## config.mk

```make
export PLATFORM = sky130hd
export DESIGN_NAME = ad9866_rx_deinterleave
export DESIGN_NICKNAME = d
export VERILOG_FILES = /design/src/rtl/ad9866_rx_deinterleave.sv
export SDC_FILE = /design/constraint.sdc
export NUM_CORES = 1
export LEC_CHECK = 0
export CORE_MARGIN = 4
export CORE_UTILIZATION = 47
export CTS_BUF_LIST = sky130_fd_sc_hd__clkbuf_16
export DETAILED_ROUTE_END_ITERATION = 10
export MAX_ROUTING_LAYER = met4
export PLACE_DENSITY = 0.76
export SLEW_MARGIN = 20
export SYNTH_ARGS = -nofsm -noshare
export SYNTH_HDL_FRONTEND = slang
export SYNTH_SLANG_ARGS = --single-unit
```

## constraint.sdc

```tcl
create_clock -name clk -period 7.5 [get_ports clk]
set_clock_uncertainty 0.1 [all_clocks]
set_input_delay 1.875 -clock clk [delete_from_list [all_inputs] [get_ports clk]]
set_output_delay 1.875 -clock clk [all_outputs]
set_load 0.005 [all_outputs]
```

## src/rtl/ad9866_rx_deinterleave.sv

```systemverilog
// AD9866 6-bit nibble-mode receive front end: pair alignment, sample rebuild,
// clip flagging and a small valid/ready FIFO toward the DDC inputs.
module ad9866_rx_deinterleave #(
    parameter int LOCK_PAIRS = 4,
    parameter int FIFO_AW    = 2
) (
    input  logic               clk,
    input  logic               rst,
    input  logic [5:0]         rx_nib,
    input  logic               rx_sync,
    input  logic               clear,
    input  logic               out_ready,
    output logic               out_valid,
    output logic [11:0]        out_sample,
    output logic               out_clip,
    output logic               locked,
    output logic               lock_lost,
    output logic               overflow,
    output logic [FIFO_AW:0]   fifo_level
);

    typedef enum logic {HUNT, LOCKED} state_t;

    localparam int DEPTH = 1 << FIFO_AW;
    localparam logic [3:0] LOCK_N = 4'(LOCK_PAIRS);
    localparam logic [FIFO_AW:0] PTR_ONE = (FIFO_AW + 1)'(1);
    localparam logic [FIFO_AW:0] FULL_XOR = {1'b1, {FIFO_AW{1'b0}}};

    logic [5:0]  nib_q;
    logic        sync_q;
    logic [5:0]  hi;
    logic        have_hi;
    state_t      state;
    logic [3:0]  good_cnt;

    logic [12:0]      mem [DEPTH];
    logic [FIFO_AW:0] wptr;
    logic [FIFO_AW:0] rptr;

    logic        pair_done;
    logic        pair_err;
    logic [11:0] word;
    logic        clip;
    logic [3:0]  good_next;
    logic        push;
    logic        pop;
    logic        full;
    logic        empty;
    logic        wr_en;
    logic        drop;

    assign pair_done = !sync_q && have_hi;
    assign pair_err  = (sync_q == have_hi);
    assign word      = {hi, nib_q};
    assign clip      = (word == 12'h7FF) || (word == 12'h800);
    assign good_next = good_cnt + 4'd1;
    // The pair that reaches the lock count is the first one delivered.
    assign push      = pair_done && (state == LOCKED || good_next == LOCK_N);

    assign empty = (wptr == rptr);
    assign full  = ((wptr ^ rptr) == FULL_XOR);
    assign pop   = !empty && out_ready;
    assign wr_en = push && (!full || pop);
    assign drop  = push && full && !pop;

    assign out_valid = !empty;
    assign {out_clip, out_sample} = mem[rptr[FIFO_AW-1:0]];

    always_ff @(posedge clk or posedge rst) begin
        if (rst) begin
            nib_q   <= '0;
            sync_q  <= 1'b0;
            hi      <= '0;
            have_hi <= 1'b0;
        end else begin
            nib_q  <= rx_nib;
            sync_q <= rx_sync;
            if (sync_q) begin
                hi      <= nib_q;
                have_hi <= 1'b1;
            end else begin
                have_hi <= 1'b0;
            end
        end
    end

    always_ff @(posedge clk or posedge rst) begin
        if (rst) begin
            state     <= HUNT;
            good_cnt  <= '0;
            locked    <= 1'b0;
            lock_lost <= 1'b0;
        end else begin
            unique case (state)
                HUNT: begin
                    if (pair_done) begin
                        good_cnt <= good_next;
                        if (good_next == LOCK_N) begin
                            state  <= LOCKED;
                            locked <= 1'b1;
                        end
                    end else if (pair_err) begin
                        good_cnt <= '0;
                    end
                end
                LOCKED: begin
                    if (pair_err) begin
                        state    <= HUNT;
                        locked   <= 1'b0;
                        good_cnt <= '0;
                    end
                end
            endcase
            if (clear)
                lock_lost <= 1'b0;
            else if (state == LOCKED && pair_err)
                lock_lost <= 1'b1;
        end
    end

    always_ff @(posedge clk or posedge rst) begin
        if (rst) begin
            for (int i = 0; i < DEPTH; i++)
                mem[i] <= '0;
            wptr       <= '0;
            rptr       <= '0;
            fifo_level <= '0;
            overflow   <= 1'b0;
        end else begin
            if (wr_en) begin
                mem[wptr[FIFO_AW-1:0]] <= {clip, word};
                wptr <= wptr + PTR_ONE;
            end
            if (pop)
                rptr <= rptr + PTR_ONE;
            unique case ({wr_en, pop})
                2'b10:   fifo_level <= fifo_level + PTR_ONE;
                2'b01:   fifo_level <= fifo_level - PTR_ONE;
                default: fifo_level <= fifo_level;
            endcase
            if (clear)
                overflow <= 1'b0;
            else if (drop)
                overflow <= 1'b1;
        end
    end

endmodule

```

## Yosys cells after proc, flatten, opt, wreduce, memory -nomap -nowiden

Index checks and enable logic that the tools add are counted.

| storage, ports and cells | value |
|---|---|
| output and inout bits | 20 |
| logic and storage cells | 81 |
| bits in registers | 83 |
| input port bits | 11 |

| cells by class | value |
|---|---|
| eq/ne operators | 11 |
| multiplexer cells | 23 |
| bitwise logic cells | 4 |
| $add $sub $neg | 5 |
| reduce and logical (&&, ||, !) cells | 19 |
| $lt $le $gt $ge | 3 |

Operators with widths:

| kind | number |
|---|---|
| $bwmux 52 | 1 |
| $mux 13 | 3 |
| $bmux 13 s2 | 1 |
| $demux 13 s2 | 1 |
| $eq 12x11->1 const B | 1 |
| $eq 12x12->1 const B | 1 |
| $mux 1 | 11 |
| $add 3x1->3 const B | 3 |
| $logic_and 1x1->1 | 8 |
| $mux 4 | 2 |
| $pmux 4 s2 | 1 |
| $ge 3x3->1 const B | 2 |
| $not 2->3 | 2 |
| $pmux 3 s2 | 1 |
| $reduce_bool 2->1 | 3 |
| $add 4x1->4 const B | 1 |
| $eq 4x3->1 const B | 1 |
| $logic_not 1->1 | 4 |
| $ne 2x2->1 const B | 2 |
| $pmux 1 s2 | 2 |
| $eq 3x3->1 | 1 |
| $eq 3x3->1 const B | 1 |
| $logic_or 1x1->1 | 3 |
| $lt 3x1->1 const B | 1 |
| 8 further kinds | 8 |

## Logic depth before layout (Yosys ltp)

Gate-level depths: netlist (run 1).

| logic depth | value |
|---|---|
| depth after elaboration | 8 |
| mapped depth | 13 |
| mapped depth without buffers | 12 |

## Worst setup path before layout (run 1)

OpenSTA, ideal clock, no wires.

| timing path | value |
|---|---|
| kind | input -> register |
| start | in out_ready |
| end | reg fifo_level[2] |
| setup slack | 3897 ps |
| data required time | 7321 ps |
| stages on the path | 9 |
| library setup time | 79 ps |
| path buffers | 0 |
| arrival time | 3424 ps |
| path through | nor4_4 -> nor2_1 -> inv_1 -> ha_1 -> inv_1 -> fa_1 -> xor2_1 -> nor2_1 -> xor2_1 |

| between the ends | value |
|---|---|
| cells in the longest elaborated chain, start to end | 5 |
| elaborated cells between the ends (all ways) | 7 |
| classes of those cells | eq/ne: 2; mux: 1; reduce/logical: 4 |

RTL lines:

| element | line | RTL |
|---|---|---|
| from (decl) | 12 | `input logic out_ready,` |
| $logic_and 1x1->1 (*) | 62 | `assign pop = !empty && out_ready;` |
| $logic_or 1x1->1 | 63 | `assign wr_en = push && (!full \|\| pop);` |
| $logic_and 1x1->1 | 63 |  |
| $eq 2x1->1 or $eq 2x2->1 (tied branches) | 136 | `unique case ({wr_en, pop})` |
| $pmux 3 s2 or $reduce_bool 2->1 (tied branches) | n/a |  |
| to (signal assigned) | 137 | `2'b10: fifo_level <= fifo_level + PTR_ONE;` |
| to (signal assigned) | 138 | `2'b01: fifo_level <= fifo_level - PTR_ONE;` |
| to (signal assigned) | 139 | `default: fifo_level <= fifo_level;` |
| to (decl) | 19 | `output logic [FIFO_AW:0] fifo_level` |

Every way passes the cells marked *; elsewhere a longest branch is shown, timed or not.
A chain may end at the register's enable or synchronous reset.

## Final worst setup path (run 1)

| timing path | value |
|---|---|
| start | reg rptr[0] |
| end | out out_valid |

| between the ends | value |
|---|---|
| cells in the longest elaborated chain, start to end | 2 |

RTL lines:

| element | line | RTL |
|---|---|---|
| from (decl) | 38 | `logic [FIFO_AW:0] rptr;` |
| from (signal assigned) | 135 | `rptr <= rptr + PTR_ONE;` |
| $eq 3x3->1 | 60 | `assign empty = (wptr == rptr);` |
| $logic_not 1->1 | 66 | `assign out_valid = !empty;` |
| to (decl) | 13 | `output logic out_valid,` |

No other way between the ends.

==> results.ini, run 1 <==
[status]
result_of_the_run = finished clean

[pwr]
ir_worst_vdd_mv = 0.2236
cellInternalPower_mw = 0.9969
p_total_mw = 1.381
comb_power_share_pct = 22.8
power.density_nw_per_um2 = 316.6
net-switching-power_mw = 0.3841
seq_power_share_pct = 45.6
clock_power_share_pct = 31.6
netSwitchingFraction_pct = 27.81
total_leakage_power_nw = 1.984

[detailed_routing]
ant_nets = 0
drt_first_iter_violations = 113
route.detailed.wl_per_inst_microns = 16.63
via_per_inst = 5.390
firstDrtPassIters = 4
via_count = 2059
wirelength_mm = 6.351
detail_route.drc_violations = 0

[yosys]
number_of_register_bits_inferred_by_synthesis = 83
synth_area_sq_um = 3641
synth_cell_type_count = 31
synth-warning-count = 0
post_synth_inst_count = 241
ys_seq_area_share_pct = 57.04
postSynthNetCount = 261
syn_avg_cell_area_sq_um = 15.11

[timing]
hold-worst-slack_ns = 0.3748
final_critical_path_setup_slack_ns = 2.997
setup_viol_count_final = 0
setup_repair_after_global_routing_missed_its_margin = false
min_clock_period_post_route_ns = 4.503
worst_pin_slew_ns = 0.9538
fin_crit_sh_pct = 60.04
timing.max_slew.rel_slack_pct = 36.41
post_route_setup_tns_ns = 0
final_hold_viol_count = 0
max_freq_ghz = 0.2221
maxSlewViolCount = 0

[global_routing]
gr-total-overflow = 0
global_route_wire_length_before_repair_mm = 10.90
vias_in_the_first_global_route = 2175
grt_antenna_before_repair = 0
maximum_number_of_pins_on_one_net_before_global_route_repair = 84
grt_util_all_layers_pct = 16.42

[place]
place_inst = 366
placed_cell_area_sq_um = 4056
dpl.hpwl_mm = 4.073
place.gp.congestion = 0.6844
dp_worst_setup_slack_ns = 3.175
port_buffers = 30

[critical_path]
critical_path_cell_count = 3
crit_family = flip-flops
reg2reg_from = rptr[0]
critical_path_class = flip-flop to primary output
rr_worst_depth = 10
r2r_end = fifo_level[2]
critPathBufInv = 1
data_arrival_at_the_endpoint_of_the_critical_path_ns = 2.53
critical_path_peak_fanout = 16
start_kind = flip-flop
critical-path-max-stage-delay_ns = 0.97
critical_path.cell_chain = xor2_1, or3b_2, clkdlybuf4s50_1
worst-r2r-setup-slack_ns = 4.39
crit_required_ns = 5.53
timing.critical_path.to_type = primary output
worst_path_max_delay_cell = sky130_fd_sc_hd__dfrtp_1

[floorplanning]
design.core.area_sq_um = 7408
start_util_pct = 49.15
io-pin-count = 31
floorplan.die.width_microns = 96.02
floorplan.die.height_microns = 96.02
row_count = 31
die-area_sq_um = 9219

[clock_tree]
cts_hold_buffers = 0
cts_resized = 0
numClockSinks = 83
tritoncts = yes
clock_pin_slew_on_the_worst_setup_and_hold_paths_ns = 0.06
post_cts_buffers = 0
max-clock-path-buffers = 2
cts.root.buffer_cell = sky130_fd_sc_hd__clkbuf_16
tritoncts.num_buffers = 9
insertion_delay_ns = 0.34
htree_levels = 3

[cells_and_area]
antennaDiodeCount = 0
area_of_all_placed_cells_without_fillers_sq_um = 4362
areaGrowthSynthToFinish_pct = 19.79
post_route_cells_drive_above_1_share_pct = 36.04
final_cell_mix = 83 x sky130_fd_sc_hd__dfrtp_1, 60 x sky130_fd_sc_hd__mux2_2, 30 x sky130_fd_sc_hd__clkdlybuf4s50_1, 13 x sky130_fd_sc_hd__mux4_2, 12 x sky130_fd_sc_hd__inv_1
layout.nets = 298
most_common_library_cell_in_the_layout_ignoring_fill_and_taps = sky130_fd_sc_hd__dfrtp_1
final_cells = 382
final_design_utilization_pct = 58.88

[worst_hold_path]
holdPathEnd = fifo_level[2]
min_delay_path_depth = 1
worstHoldPathType = flip-flop to flip-flop
worst_hold_startpoint = fifo_level[2]

[flow_run]
number_of_max_capacitance_violations_reported = 0

==> kinds of logic after synthesis <==
family | Yosys count | synth area share [%]
AO/OA/AOI/OAI | 13 | 1.890
flip-flops | 83 | 57.04
AND/OR/NAND/NOR | 30 | 5.601
adder cells (fa/ha/maj) | 9 | 3.299
buffers and inverters | 22 | 2.921
XOR/XNOR | 11 | 2.646
multiplexers | 73 | 26.60
==> power groups by stage <==
stage / Sequential (mW) / Clock (mW) / Combinational, mW
after floorplan: 0.580 / 0 / 0.257
after global placement: 0.633 / 0 / 0.308
after detailed placement: 0.642 / 0 / 0.317
after CTS: 0.635 / 0.447 / 0.322
after global routing: 0.648 / 0.468 / 0.350
final: 0.630 / 0.436 / 0.315
==> sequential cells by signal, summed over array words and instances, names as in the netlist, 3 cells and up <==
name / count
rptr: 3
nib_q: 6
good_cnt: 4
hi: 6
wptr: 3
mem: 52
fifo_level: 3
==> worst register-to-register path, stage by stage, from the launching register on <==
cell and delay (ns):
sky130_fd_sc_hd__dfrtp_1 0.97, sky130_fd_sc_hd__xor2_1 0.24, sky130_fd_sc_hd__nor4_4 0.48, sky130_fd_sc_hd__nor2_1 0.15, sky130_fd_sc_hd__inv_1 0.09, sky130_fd_sc_hd__ha_1 0.17, sky130_fd_sc_hd__inv_1 0.06, sky130_fd_sc_hd__fa_1 0.38
sky130_fd_sc_hd__xor2_1 0.15, sky130_fd_sc_hd__nor2_1 0.11, sky130_fd_sc_hd__xor2_1 0.15
==> cell type report <==
class,instances,area [sq um]
timing repair buffer,35,341.6
tap,99,123.9
multi-input combinational,136,1468
sequential,83,2077
clock inverter,7,76.32
fill,577,3047
clock buffer,9,225.2
inverter,13,50.05
==> metal layers <==
metal / wire [microns] / track usage [%] / vias up
met4: 106 / 6.398 / 0
met3: 200 / 4.613 / 10
met1: 2723 / 19.85 / 1083
met5: 0 / - / -
li1: - / - / 937
met2: 3319 / 26.16 / 29
==> synthesized netlist by cell type, drive strengths merged <==
master	n	area share, %
nand3	3	0.41
nand2	5	0.52
nand4	2	0.34
xnor2	5	1.2
and4bb	1	0.34
nor4	3	0.93
buf	7	1.4
or3b	1	0.24
o21ai	7	0.96
o31ai	1	0.21
nand4b	1	0.24
a21oi	4	0.55
clkbuf	2	0.21
ha	8	2.7
o22ai	1	0.17
nand3b	1	0.21
nor2	5	0.52
nor3b	4	1.1
mux4	13	8.0
xor2	6	1.4
nor4b	1	0.24
mux2	60	19
fa	1	0.55
inv	13	1.3
nand2b	3	0.52
dfrtp	83	57
==> worst max path at each step <==
stage	start	end	slack, ns
floorplan	rst	fifo_level[0]	3.39
global placement	out_ready	fifo_level[2]	3.24
detailed placement	out_ready	fifo_level[2]	3.18
CTS	rptr[0]	out_valid	2.90
global route	rptr[0]	out_valid	2.82
finish	rptr[0]	out_valid	3.00
(Power assumes the default switching activity.)
==> run 2, diff against run 1 <==
==> constraint.sdc (replaced) <==
create_clock -name clk -period 4.51 [get_ports clk]
set_clock_uncertainty 0.1 [all_clocks]
set_input_delay 1.1275 -clock clk [delete_from_list [all_inputs] [get_ports clk]]
set_output_delay 1.1275 -clock clk [all_outputs]
set_load 0.005 [all_outputs]
==> run 2 against run 1 <==
Final cell count up 0.79%; power up 67%; sequential share of layout area down 0.20 points; clock power up 68%; highest routed layer unchanged; first-iteration DRC count down 40%.
==> results.ini, run 2 (same netlist as run 1, synthesis figures left out) <==
[critical_path]
crit_required_ns = 3.28  ; was 5.53 ns
critical_path_peak_fanout = 10  ; was 16
worst-r2r-setup-slack_ns = 1.37  ; was 4.39 ns
data_arrival_at_the_endpoint_of_the_critical_path_ns = 2.36  ; was 2.53 ns
critical_path_class = flip-flop to primary output  ; unchanged
timing.critical_path.to_type = primary output  ; unchanged
start_kind = flip-flop  ; unchanged

[clock_tree]
tritoncts.num_buffers = 9  ; unchanged
clock_pin_slew_on_the_worst_setup_and_hold_paths_ns = 0.06  ; about the same
cts_resized = 0  ; unchanged
cts.root.buffer_cell = sky130_fd_sc_hd__clkbuf_16  ; unchanged
numClockSinks = 83  ; unchanged
tritoncts = yes  ; unchanged
max-clock-path-buffers = 2  ; unchanged
insertion_delay_ns = 0.33  ; was 0.34 ns
post_cts_buffers = 0  ; unchanged
cts_hold_buffers = 0  ; unchanged
htree_levels = 3  ; unchanged

[pwr]
p_total_mw = 2.312  ; was 1.381 mW
power.density_nw_per_um2 = 527.9  ; was 316.6 nW/um^2
ir_worst_vdd_mv = 0.2938  ; was 0.2236 mV
total_leakage_power_nw = 2.000  ; was 1.984 nW

[flow_run]
number_of_max_capacitance_violations_reported = 0  ; unchanged

[cells_and_area]
max_flop_register = mem  ; unchanged
fill_cell_total_of_the_finished_layout = 566  ; was 577
largest_reg_flops = 52  ; unchanged
antennaDiodeCount = 0  ; unchanged
final_cell_mix = 83 x sky130_fd_sc_hd__dfrtp_1, 60 x sky130_fd_sc_hd__mux2_2, 30 x sky130_fd_sc_hd__clkdlybuf4s50_1, 13 x sky130_fd_sc_hd__mux4_2, 12 x sky130_fd_sc_hd__inv_1  ; unchanged
layout.nets = 301  ; was 298
most_common_library_cell_in_the_layout_ignoring_fill_and_taps = sky130_fd_sc_hd__dfrtp_1  ; unchanged
final_cells = 385  ; was 382
reg.largest.list = mem x52, hi x6, nib_q x6  ; unchanged
multi_input_comb_area_sq_um = 1468  ; unchanged
areaGrowthSynthToFinish_pct = 20.31  ; was 19.79%
final-seq-area_sq_um = 2077  ; unchanged
post_route_cells_drive_above_1_share_pct = 36.36  ; was 36.04%

[timing]
min_clock_period_post_route_ns = 3.586
setup_viol_count_final = 0  ; unchanged
timing.max_slew.rel_slack_pct = 56.23  ; was 36.41%
fin_crit_sh_pct = 79.51
max_freq_ghz = 0.2789
worst_pin_slew_ns = 0.6558  ; was 0.9538 ns
hold-worst-slack_ns = 0.3699  ; was 0.3748 ns
post_route_setup_tns_ns = 0  ; unchanged
setup_repair_after_global_routing_missed_its_margin = false  ; unchanged
maxSlewViolCount = 0  ; unchanged
final_hold_viol_count = 0  ; unchanged

[global_routing]
groute.layer.met3.usage_pct = 4.535  ; was 4.613%
grt.met2_usage_pct = 26.97  ; was 26.16%
maximum_number_of_pins_on_one_net_before_global_route_repair = 39  ; was 84
grt_antenna_before_repair = 0  ; unchanged
grt_util_all_layers_pct = 16.81  ; was 16.42%
gr-total-overflow = 0  ; unchanged
groute.layer.met1.usage_pct = 20.26  ; was 19.85%
vias_in_the_first_global_route = 2263  ; was 2,175
grt.busiest_layer = met2  ; unchanged
global_route_wire_length_before_repair_mm = 11.24  ; was 10.90 mm

[worst_hold_path]
worstHoldPathType = flip-flop to flip-flop  ; unchanged

[floorplanning]
floorplan.die.width_microns = 96.02  ; unchanged
io-pin-count = 31  ; unchanged
row_count = 31  ; unchanged
floorplan.die.height_microns = 96.02  ; unchanged
die-area_sq_um = 9219  ; unchanged
start_util_pct = 49.15  ; unchanged
design.core.area_sq_um = 7408  ; unchanged

[place]
port_buffers = 30  ; unchanged
dpl.hpwl_mm = 4.300  ; was 4.073 mm
place.gp.congestion = 0.7203  ; was 0.6844
place_inst = 369  ; was 366

[detailed_routing]
firstDrtPassIters = 4  ; unchanged
ant_nets = 0  ; unchanged
via_per_inst = 5.348  ; was 5.390
detail_route.drc_violations = 0  ; unchanged
drt_first_iter_violations = 68  ; was 113
wirelength_mm = 6.533  ; was 6.351 mm
route.detailed.wl_per_inst_microns = 16.97  ; was 16.63 microns
via_count = 2059  ; unchanged

[status]
result_of_the_run = finished clean  ; unchanged

## run 2: metal layers
metal,share of wire [%],up-vias
met5,0,-
met4,1.4,0
met3,3.0,11
met2,50,29
met1,45,1073
li1,-,946
## run 2: path summary, 6_finish.rpt
| path | start | end | cells past startpoint |
|---|---|---|---|
| max in group asynchronous | rst | rptr[1] | 3 |
| worst min-delay path | fifo_level[2] | fifo_level[2] | 1 |
| worst min register to register | fifo_level[2] | fifo_level[2] | 1 |
| worst max-delay path | rptr[0] | out_sample[8] | 3 |
| worst max register to register | sync_q | fifo_level[2] | 12 |
| min in group asynchronous | rst | mem[44] | 2 |
## run 2: worst max-delay path, stage by stage, from the launching register on
cell                              delay [ns]
sky130_fd_sc_hd__dfrtp_1                0.74
sky130_fd_sc_hd__buf_4                  0.31
sky130_fd_sc_hd__mux4_2                 0.52
sky130_fd_sc_hd__clkdlybuf4s50_1        0.46
## run 2: layout make-up
type	count	share of cell area, %
timing repair buffer	38	8.226
tap	99	2.828
clock buffer	9	5.141
multi-input combinational	136	33.50
inverter	13	1.143
clock inverter	7	1.742
sequential	83	47.41
## run 2: per-stage QoR
stage	util [%]	cell area, sq um	setup slack (ns)
final	59.13	4380	0.9239
after global routing	59.13	4380	0.7720
after CTS	59.13	4380	0.8804
after detailed placement	55.06	4079	0.9075
after global placement	55.06	4079	1.006
after floorplan	-	3641	1.146
## run 2: where the power goes
part	switching [mW]	internal (mW)
Sequential	0.133	0.882
Clock	0.299	0.433
Combinational	0.212	0.353
==> run 3, diff against run 2 <==
==> constraint.sdc (replaced) <==
create_clock -name clk -period 3.4 [get_ports clk]
set_clock_uncertainty 0.1 [all_clocks]
set_input_delay 0.85 -clock clk [delete_from_list [all_inputs] [get_ports clk]]
set_output_delay 0.85 -clock clk [all_outputs]
set_load 0.005 [all_outputs]
==> run 3 against run 2 <==
Setup slack worse by 0.65 ns; largest cell class unchanged; hold slack about the same; combinational power up 40%; critical path depth unchanged; register-to-register slack worse by 0.69 ns; sequential power up 30%; final cell count up 0.52%; highest routed layer unchanged; die area unchanged.
==> results.ini, run 3 (same netlist as run 1, synthesis figures left out) <==
[critical_path]
reg2reg_from = sync_q  ; unchanged
r2r_end = fifo_level[2]  ; unchanged
timing.critical_path.to_type = primary output  ; unchanged
data_arrival_at_the_endpoint_of_the_critical_path_ns = 2.18  ; was 2.36 ns
worst_setup_path_startpoint = rptr[1]  ; was rptr[0]
start_kind = flip-flop  ; unchanged
worst-r2r-setup-slack_ns = 0.68  ; was 1.37 ns
critical_path_peak_fanout = 10  ; unchanged
critical_path_class = flip-flop to primary output  ; unchanged
crit_required_ns = 2.45  ; was 3.28 ns
rr_worst_depth = 12  ; unchanged

[cells_and_area]
largest_reg_flops = 52  ; unchanged
final_cell_mix = 83 x sky130_fd_sc_hd__dfrtp_1, 60 x sky130_fd_sc_hd__mux2_2, 30 x sky130_fd_sc_hd__clkdlybuf4s50_1, 13 x sky130_fd_sc_hd__mux4_2, 12 x sky130_fd_sc_hd__inv_1  ; unchanged
reg.largest.list = mem x52, hi x6, nib_q x6  ; unchanged
max_flop_register = mem  ; unchanged
layout.nets = 303  ; was 301
post_route_cells_drive_above_1_share_pct = 35.76  ; was 36.36%
most_common_library_cell_in_the_layout_ignoring_fill_and_taps = sky130_fd_sc_hd__dfrtp_1  ; unchanged
final_design_utilization_pct = 59.11  ; was 59.13%
fill_cell_total_of_the_finished_layout = 576  ; was 566
antennaDiodeCount = 0  ; unchanged
areaGrowthSynthToFinish_pct = 20.27  ; was 20.31%

[clock_tree]
tritoncts = yes  ; unchanged
tritoncts.num_buffers = 9  ; unchanged
insertion_delay_ns = 0.33  ; about the same
clock_pin_slew_on_the_worst_setup_and_hold_paths_ns = 0.06  ; about the same
post_cts_buffers = 0  ; unchanged
max-clock-path-buffers = 2  ; unchanged
cts.root.buffer_cell = sky130_fd_sc_hd__clkbuf_16  ; unchanged
htree_levels = 3  ; unchanged
cts_hold_buffers = 0  ; unchanged
numClockSinks = 83  ; unchanged
cts_resized = 0  ; unchanged

[floorplanning]
design.core.area_sq_um = 7408  ; unchanged
die-area_sq_um = 9219  ; unchanged
start_util_pct = 49.15  ; unchanged
floorplan.die.height_microns = 96.02  ; unchanged
row_count = 31  ; unchanged
floorplan.die.width_microns = 96.02  ; unchanged
io-pin-count = 31  ; unchanged

[pwr]
clock_power_share_pct = 28.6  ; was 31.7%
seq_power_share_pct = 44.9  ; was 43.9%
ir_worst_vdd_mv = 0.3964  ; was 0.2938 mV
comb_power_share_pct = 26.6  ; was 24.4%
total_leakage_power_nw = 1.996  ; was 2.000 nW
p_total_mw = 2.972  ; was 2.312 mW
net-switching-power_mw = 0.8242  ; was 0.6448 mW
power.density_nw_per_um2 = 678.8  ; was 527.9 nW/um^2
cellInternalPower_mw = 2.148  ; was 1.667 mW
netSwitchingFraction_pct = 27.73  ; was 27.89%

[worst_hold_path]
holdPathEnd = fifo_level[2]  ; unchanged
worst_hold_startpoint = fifo_level[2]  ; unchanged
worstHoldPathType = flip-flop to flip-flop  ; unchanged
min_delay_path_depth = 1  ; unchanged

[timing]
post_route_setup_tns_ns = 0  ; unchanged
maxSlewViolCount = 0  ; unchanged
final_critical_path_setup_slack_ns = 0.2719  ; was 0.9239 ns
timing.max_slew.rel_slack_pct = 61.45  ; was 56.23%
setup_repair_after_global_routing_missed_its_margin = false  ; unchanged
max_freq_ghz = 0.3197
final_hold_viol_count = 0  ; unchanged
min_clock_period_post_route_ns = 3.128
setup_viol_count_final = 0  ; unchanged
fin_crit_sh_pct = 92.00
worst_pin_slew_ns = 0.5776  ; was 0.6558 ns
hold-worst-slack_ns = 0.3702  ; was 0.3699 ns

[global_routing]
vias_in_the_first_global_route = 2227  ; was 2,263
grt_antenna_before_repair = 0  ; unchanged
global_route_wire_length_before_repair_mm = 11.02  ; was 11.24 mm
gr-total-overflow = 0  ; unchanged
grt_util_all_layers_pct = 16.56  ; was 16.81%
maximum_number_of_pins_on_one_net_before_global_route_repair = 53  ; was 39

[detailed_routing]
ant_nets = 0  ; unchanged
firstDrtPassIters = 4  ; unchanged
via_per_inst = 5.302  ; was 5.348
drt_first_iter_violations = 99  ; was 68
detail_route.drc_violations = 0  ; unchanged
route.detailed.wl_per_inst_microns = 16.32  ; was 16.97 microns
via_count = 2052  ; was 2,059
wirelength_mm = 6.314  ; was 6.533 mm

[flow_run]
number_of_max_capacitance_violations_reported = 0  ; unchanged

[place]
port_buffers = 30  ; unchanged
dpl.hpwl_mm = 4.374  ; was 4.300 mm
place.gp.congestion = 0.7085  ; was 0.7203
dp_worst_setup_slack_ns = 0.3846  ; was 0.9075 ns

[status]
result_of_the_run = finished clean  ; unchanged

[run 3: cell count changes in the layout (fill, tap and decap cells not counted), sizes merged]
cell      before  now
inv           14   12
bufinv         1    0
clkinvlp       1    2
buf            8   10
clkinv         4    6
[run 3: metrics by stage]
step	cells	cell area [sq um]
6_report	387	4379
5_1_grt	387	4379
4_1_cts	387	4379
3_5_place_dp	371	4119
3_3_place_gp	371	4119
2_1_floorplan	241	3641
[run 3: cell type report]
cell class,instances,area (sq um),area share [%]
Sequential cell,83,2077,47.43
Multi-Input combinational cell,136,1468,33.51
Timing Repair Buffer,40,400.4,9.143
Clock buffer,9,225.2,5.143
Tap cell,99,123.9,2.829
Inverter,13,50.05,1.143
Clock inverter,7,35.03,0.8000
[run 3: worst max-delay path by stage]
stage                                to  slack [ns]
after floorplan           fifo_level[0]        0.31
after global placement    fifo_level[2]        0.43
after detailed placement  fifo_level[2]        0.38
after CTS                     out_valid        0.22
after global routing          out_valid        0.14
final                         out_valid        0.27
[run 3: power by group through the flow]
stage	combinational [mW]	clock, mW	sequential [mW]
floorplan	0.567	0	1.28
global placement	0.787	0	1.35
detailed placement	0.802	0	1.36
CTS	0.808	0.869	1.34
global route	0.867	0.918	1.37
finish	0.790	0.849	1.33
[run 3: per-layer routing]
layer  vias to the layer above  wire (microns)  track usage [%]
met5                         -               0                -
met4                         0              51            4.976
met3                         5             252            5.082
met2                        31            3178            25.70
met1                      1071            2831            21.01
li1                        945               -                -
[run 3: worst max-delay path: stages, from the launching register on]
cell and delay, ns:
sky130_fd_sc_hd__dfrtp_1 0.66, sky130_fd_sc_hd__xor2_1 0.20, sky130_fd_sc_hd__or3b_2 0.52, sky130_fd_sc_hd__clkdlybuf4s50_1 0.47
